$ cat src/rtl/turnstile_bank_ctrl.sv
// Multi-lane turnstile controller: per-lane CLOSED/OPENED/ALARM automaton, saturating credit, shared passage counter.
// Optional idle auto-close when TURNSTILE_TIMEOUT_EN is defined.
module turnstile_bank_ctrl #(
    parameter int unsigned NUM_GATES   = 4,
    parameter int unsigned CREDIT_W    = 3,
    parameter int unsigned COUNT_W     = 16,
    parameter int unsigned TIMEOUT_CYC = 100
) (
    input  logic                          clk,
    input  logic                          rst,
    input  logic [NUM_GATES-1:0]          pay,
    input  logic [NUM_GATES-1:0]          turn,
    input  logic [NUM_GATES-1:0]          clrAlarm,
    output logic [2*NUM_GATES-1:0]        gateState,
    output logic [NUM_GATES-1:0]          gateOpen,
    output logic [NUM_GATES-1:0]          alarm,
    output logic [CREDIT_W*NUM_GATES-1:0] credit,
    output logic [NUM_GATES-1:0]          payReject,
    output logic [NUM_GATES-1:0]          timeoutHit,
    output logic [COUNT_W-1:0]            passCount
);

    typedef enum logic [1:0] {
        CLOSED = 2'b00,
        OPENED = 2'b01,
        ALARM  = 2'b10
    } lane_state_e;

    localparam logic [CREDIT_W-1:0] CMAX = '1;

    if (NUM_GATES < 1 || TIMEOUT_CYC < 1) begin : g_bad_params
        $error("turnstile_bank_ctrl: NUM_GATES and TIMEOUT_CYC must be at least 1");
    end

    lane_state_e          state_q  [NUM_GATES];
    lane_state_e          state_d  [NUM_GATES];
    logic [CREDIT_W-1:0]  credit_q [NUM_GATES];
    logic [CREDIT_W-1:0]  credit_d [NUM_GATES];
    logic [NUM_GATES-1:0] open_q, alarm_q;
    logic [NUM_GATES-1:0] reject_q, reject_d;
    logic [NUM_GATES-1:0] timeout_q, timeout_d;
    logic [COUNT_W-1:0]   pass_q, pass_d;

`ifdef TURNSTILE_TIMEOUT_EN
    localparam int unsigned TMR_W = $clog2(TIMEOUT_CYC + 1);
    logic [TMR_W-1:0] timer_q [NUM_GATES];
    logic [TMR_W-1:0] timer_d [NUM_GATES];
`endif

    always_comb begin
        logic pay_acc;
        logic turn_acc;
        pay_acc   = 1'b0;
        turn_acc  = 1'b0;
        pass_d    = pass_q;
        reject_d  = '0;
        timeout_d = '0;
        for (int unsigned i = 0; i < NUM_GATES; i++) begin
            pay_acc     = pay[i] && (credit_q[i] != CMAX);
            turn_acc    = turn[i] && (state_q[i] == OPENED);
            reject_d[i] = pay[i] && (credit_q[i] == CMAX);
            credit_d[i] = credit_q[i] + CREDIT_W'(pay_acc) - CREDIT_W'(turn_acc);
            state_d[i]  = state_q[i];
            pass_d      = pass_d + COUNT_W'(turn_acc);

            // A CLOSED lane never accepts a turn, so credit_d already holds credit + pay_acc there.
            unique case (state_q[i])
                CLOSED: begin
                    if (turn[i])
                        state_d[i] = ALARM;
                    else if (credit_d[i] != '0)
                        state_d[i] = OPENED;
                end
                OPENED: begin
                    if (credit_d[i] == '0)
                        state_d[i] = CLOSED;
                end
                ALARM: begin
                    if (clrAlarm[i])
                        state_d[i] = CLOSED;
                end
                default: state_d[i] = CLOSED;
            endcase

`ifdef TURNSTILE_TIMEOUT_EN
            // Timer is held at zero outside OPENED, which covers the clear-on-entry rule.
            timer_d[i] = '0;
            if (state_q[i] == OPENED && !pay[i] && !turn[i]) begin
                if (timer_q[i] == TMR_W'(TIMEOUT_CYC - 1)) begin
                    state_d[i]   = CLOSED;
                    credit_d[i]  = '0;
                    timeout_d[i] = 1'b1;
                end else begin
                    timer_d[i] = timer_q[i] + 1'b1;
                end
            end
`endif
        end
    end

    always_ff @(posedge clk or posedge rst) begin
        if (rst) begin
            for (int unsigned i = 0; i < NUM_GATES; i++) begin
                state_q[i]  <= CLOSED;
                credit_q[i] <= '0;
`ifdef TURNSTILE_TIMEOUT_EN
                timer_q[i]  <= '0;
`endif
            end
            open_q    <= '0;
            alarm_q   <= '0;
            reject_q  <= '0;
            timeout_q <= '0;
            pass_q    <= '0;
        end else begin
            for (int unsigned i = 0; i < NUM_GATES; i++) begin
                state_q[i]  <= state_d[i];
                credit_q[i] <= credit_d[i];
                open_q[i]   <= (state_d[i] == OPENED);
                alarm_q[i]  <= (state_d[i] == ALARM);
`ifdef TURNSTILE_TIMEOUT_EN
                timer_q[i]  <= timer_d[i];
`endif
            end
            reject_q  <= reject_d;
            timeout_q <= timeout_d;
            pass_q    <= pass_d;
        end
    end

    for (genvar g = 0; g < NUM_GATES; g++) begin : g_pack
        assign gateState[2*g +: 2]             = state_q[g];
        assign credit[CREDIT_W*g +: CREDIT_W] = credit_q[g];
    end

    assign gateOpen   = open_q;
    assign alarm      = alarm_q;
    assign payReject  = reject_q;
    assign timeoutHit = timeout_q;
    assign passCount  = pass_q;

endmodule

$ cat config.mk
export PLATFORM = sky130hd
export DESIGN_NAME = turnstile_bank_ctrl
export DESIGN_NICKNAME = d
export VERILOG_FILES = /design/src/rtl/turnstile_bank_ctrl.sv
export SDC_FILE = /design/constraint.sdc
export NUM_CORES = 1
export LEC_CHECK = 0
export CAP_MARGIN = 15
export CORE_UTILIZATION = 48
export DETAILED_ROUTE_END_ITERATION = 12
export PLACE_DENSITY = 0.81
export SETUP_SLACK_MARGIN = 0.15
export SKIP_CTS_REPAIR_TIMING = 1
export SYNTH_ARGS = -nofsm -noshare
export SYNTH_HDL_FRONTEND = slang
export SYNTH_SLANG_ARGS = --single-unit
$ cat constraint.sdc
create_clock -name clk -period 3.2 [get_ports clk]
set_input_delay 0.48 -clock clk [delete_from_list [all_inputs] [get_ports clk]]
set_output_delay 0.48 -clock clk [all_outputs]
set_load 0.02 [all_outputs]
* After elaboration in Yosys (flattened, before gate mapping)
Cells that the tools add are included.
** Word-level totals
- Register bits :: 48
- Bits of input ports :: 14
- Output and inout bits :: 52
- Word-level logic and storage cells :: 92
** Cells by class
- Add/sub/neg operators :: 12
- Eq/ne operators :: 24
- Multiplexer cells :: 20
- Reduce and logical (&&, ||, !) cells :: 24
** Operator list (number)
- $add 16x1->16 :: 4
- $mux 2 :: 16
- $pmux 2 s3 :: 4
- $eq 2x1->1 const B :: 8
- $eq 2x2->1 const B :: 8
- $add 3x1->3 :: 4
- $eq 3x3->1 const B :: 4
- $logic_and 1x1->1 :: 12
- $logic_not 3->1 :: 4
- $ne 3x3->1 const B :: 4
- $reduce_bool 3->1 :: 4
- $sub 3x1->3 :: 4
- $logic_not 2->1 :: 4

* Longest topological paths before layout
- Word-level depth :: 9
- Mapped depth :: 12
- Gate-level depth less buffers :: 11

* Least setup slack after synthesis
Ideal clock, no wire load.
- Path type :: flip-flop to flip-flop
- Start :: reg state_q, in the netlist gateState[7]
- End :: reg pass_q[10], in the netlist passCount[10]
- Setup time :: 130 ps
- Arrival :: 2907 ps
- Required time :: 3070 ps
- Slack :: 163 ps
- Cell stages (with the launch flop) :: 13
- Buffers on the path :: 1
- Clock period less this slack :: 3037 ps
- Path through :: dfrtp_1 -> nand2b_1 -> or2_2 -> xnor2_1 -> ha_1 -> inv_1 -> maj3_2 -> buf_6 -> fa_1 -> nor2b_1 -> and2b_2 -> nand4_1 -> xnor2_1
** On the way
- Cells in the longest elaborated chain, start to end :: 3
** Ends and longest elaborated chain
- start, declared :: RTL line 35 : lane_state_e state_q [NUM_GATES];
- start signal, assigned by index :: RTL line 117 : state_q[i] <= state_d[i];
- $eq 2x1->1 :: RTL line 60 : turn_acc = turn[i] && (state_q[i] == OPENED);
- $logic_and 1x1->1 :: RTL line 60
- $add 16x1->16 :: RTL line 64 : pass_d = pass_d + COUNT_W'(turn_acc);
- named net pass_d[10] :: RTL line 42 : logic [COUNT_W-1:0] pass_q, pass_d;
- end signal, assigned :: RTL line 127 : pass_q <= pass_d;
- end, declared :: RTL line 42
The timed path passes the listed nets, and every way through them passes these cells.

* Worst setup path after layout
- Start :: in turn[3]
- End :: reg pass_q[10], in the netlist passCount[10]
** On the way
- Cells in the longest elaborated chain, start to end :: 2
** Ends and longest elaborated chain
- start, declared :: RTL line 12 : input logic [NUM_GATES-1:0] turn,
- $logic_and 1x1->1 :: RTL line 60
- $add 16x1->16 :: RTL line 64
- named net pass_d[10] :: RTL line 42
The timed path passes the listed nets, and every way through them passes these cells.

==> impl_metrics.py <==
metrics = {
    "logic_synthesis": {
        "synth.area.top_cells": "dfrtp_1, xnor2_1, fa_1",
        "yosys_warnings": 0,
        "synth_top_area_share_pct": 50.5,
        "synth_commonest_cells": "dfrtp_1, nand2_1, inv_1, xnor2_1, nand3_1",
        "ys_seq_elements": 48,
        "ys.flop_type": "dfrtp_1",
        "async_flop_share_pct": 100,
        "synth.cell_area_um2": 2380,
        "yosys.cell_types.count": 42,
        "seq_area_frac_synth_pct": 50.5,
        "synth_top_cell_by_area": "dfrtp_1",
        "yosysMostFrequentCell": "dfrtp_1",
        "synth_edf_count": 0,
        "postSynthAreaPerCell_um2": 10.8,
        "syn_inst": 220,
    },
    "pwr": {
        "peakVddDrop_uv": 552,
        "p_leak_nw": 1.44,
        "power.total_mw": 3.40,
        "p_per_area_nw_per_um2": 1060,
    },
    "floorplanning": {
        "die-width_um": 72.4,
        "core_um2": 4750,
        "dieArea_um2": 5240,
        "initial_core_util_pct": 50.0,
        "die_h_um": 72.4,
        "num_rows": 25,
        "pin_count": 66,
    },
    "run": {
        "drv_cap": 0,
    },
    "critical_path": {
        "rrSetupSlack_ns": 0.43,
        "end_kind": "register",
        "cp.arrival_ns": 3.09,
        "crit_path_start_kind": "input pin",
        "worstPathMaxFanout": 4,
        "worstSetupPathType": "in -> reg",
        "reg2reg_to": "passCount[10]$_DFF_PP0_",
        "crit_required_ns": 3.39,
        "ff2ff_path_depth": 11,
        "rr_startpoint": "gateState[7]$_DFF_PP0_",
    },
    "clock_network": {
        "cts_tree": "done",
        "cts_buffers": 5,
        "clockBufferDepth": 2,
        "path_clk_slew_ns": 0.09,
        "root_buffer": "clkbuf_8",
        "h-tree-depth": 2,
        "clk_latency_ns": 0.31,
        "cts.sinks": 48,
    },
    "timing": {
        "setup_viol": 0,
        "slew_violations": 0,
        "finalCriticalPeriod_ns": 2.90,
        "hold_viol": 0,
        "clock_skew_ns": 0.00913,
        "rsz0062_at_grt": "no",
        "slew_headroom_pct": 35.0,
        "worstMarginPinSlew_ns": 0.974,
        "fin_crit_sh_pct": 90.6,
        "fmax_mhz": 345,
        "finalWorstSetupSlack_ns": 0.300,
    },
    "detailed_routing": {
        "final_antenna_net_count": 0,
        "firstDrtPassIters": 4,
        "routed_wl_um": 4660,
        "routedWlPerCell_um": 13.0,
        "via_count": 1792,
        "via_per_inst": 4.99,
        "drt_iter0_markers": 71,
        "drc": 0,
    },
    "place": {
        "hpwl_um": 3440,
        "finalWeightedCongestion": 0.766,
        "preCtsSetupSlack_ns": -0.0653,
        "portBuffers": 61,
    },
    "global_route": {
        "first_global_vias": 1811,
        "busiest_layer": "met2",
        "overflow": 0,
        "antenna_found_initial": 0,
        "track_usage_pct": 20.1,
        "met1_usage_pct": 24.5,
        "gr-usage-met2_pct": 35.2,
        "grt_max_degree": 49,
        "grt_pass1_wl_um": 8070,
        "grt_use_met3_pct": 5.00,
    },
    "layout": {
        "fillerInstances": 362,
        "diodes": 0,
        "fin_nets": 317,
        "final-seq-area_um2": 1200,
        "drive_gt1_share_pct": 8.90,
        "multiInputGateArea_um2": 1060,
        "area_growth_pct": 35.0,
    },
    "status": {
        "status": "finished, final reports clean",
    },
    "hold_path": {
        "worstHoldEndpoint": "alarm[1]$_DFF_PP0_",
        "hp-class": "reg -> reg",
        "whs_path_depth": 1,
        "worstHoldStart": "gateState[2]$_DFF_PP0_",
    },
}
-- cell usage in the layout, fill, tap and decap left out, drive strengths merged, types with 4 or more instances in the layout --
cell type	count
clkbuf	7
nor2	10
nand4	4
a21oi	4
o21ai	4
a211oi	6
conb	4
nand3	15
nand2	20
nand2b	4
inv	19
clkdlybuf4s50	61
buf	8
dfrtp	48
fa	5
xnor2	16
nor3	13
ha	7
nand3b	4
-- area by class of cell --
class | instances | area share (%)
Tap cell | 67 | 2.61
Inverter | 19 | 2.22
Clock buffer | 7 | 3.00
Clock inverter | 1 | 0.935
Multi-Input combinational cell | 148 | 32.9
Sequential cell | 48 | 37.4
Timing Repair Buffer | 69 | 20.9
-- worst max path at each step --
stage	start	endpoint	slack, ns
final	turn[3]	passCount[10]$_DFF_PP0_	0.30
after CTS	turn[3]	passCount[10]$_DFF_PP0_	0.24
after floorplan	gateState[7]$_DFF_PP0_	passCount[10]$_DFF_PP0_	0.16
after global routing	turn[3]	passCount[10]$_DFF_PP0_	0.19
after detailed placement	turn[3]	passCount[10]$_DFF_PP0_	-0.07
after global placement	turn[3]	passCount[10]$_DFF_PP0_	-0.05
-- per-layer routing --
layer,wire (um),vias to the layer above
li1,-,885
met1,2010,860
met2,2380,41
met3,217,6
met4,51,0
met5,0,-
-- critical path, cell delays in order --
cell and delay [ns]:
clkdlybuf4s50_1 0.48, nand2b_1 0.07, or2_2 0.29, xnor2_1 0.13
ha_1 0.30, inv_1 0.05, maj3_2 0.32, fa_2 0.35
nor2b_1 0.14, and2b_2 0.20, nand4_1 0.12, xnor2_1 0.15
-- where the power goes --
group          switching (mW)  leakage, nW  internal (mW)
Clock                   0.203       0.0645          0.276
Sequential              0.224        0.581          0.859
Combinational           0.952        0.790          0.882
Total                    1.38         1.44           2.02
-- per-stage QoR --
stage,hold WS (ns),setup TNS (ns),cell area [um^2],utilization (%),std cells
finish,0.460,0,3210,67.5,359
global route,0.498,0,3210,67.5,359
floorplan,0.563,0,2390,-,223
CTS,0.460,0,3210,67.5,359
global placement,0.468,-0.0951,3080,64.8,351
detailed placement,0.458,-0.159,3080,64.8,351
-- cells by family after synthesis --
group | count (synthesis) | synth area share [%]
other | 1 | 0.158
AND/OR/NAND/NOR | 83 | 19.4
multiplexers | 3 | 1.26
flip-flops | 48 | 50.5
AO/OA/AOI/OAI | 26 | 7.68
buffers and inverters | 27 | 5.63
adder cells (fa/ha/maj) | 13 | 8.36
XOR/XNOR | 19 | 7.00
-- sequential cells by signal, summed over array words and instances (netlist names) --
name       flops
gateState      8
alarm          4
gateOpen       4
payReject      4
passCount     16
credit        12
Power figures use the tool's default switching activity.
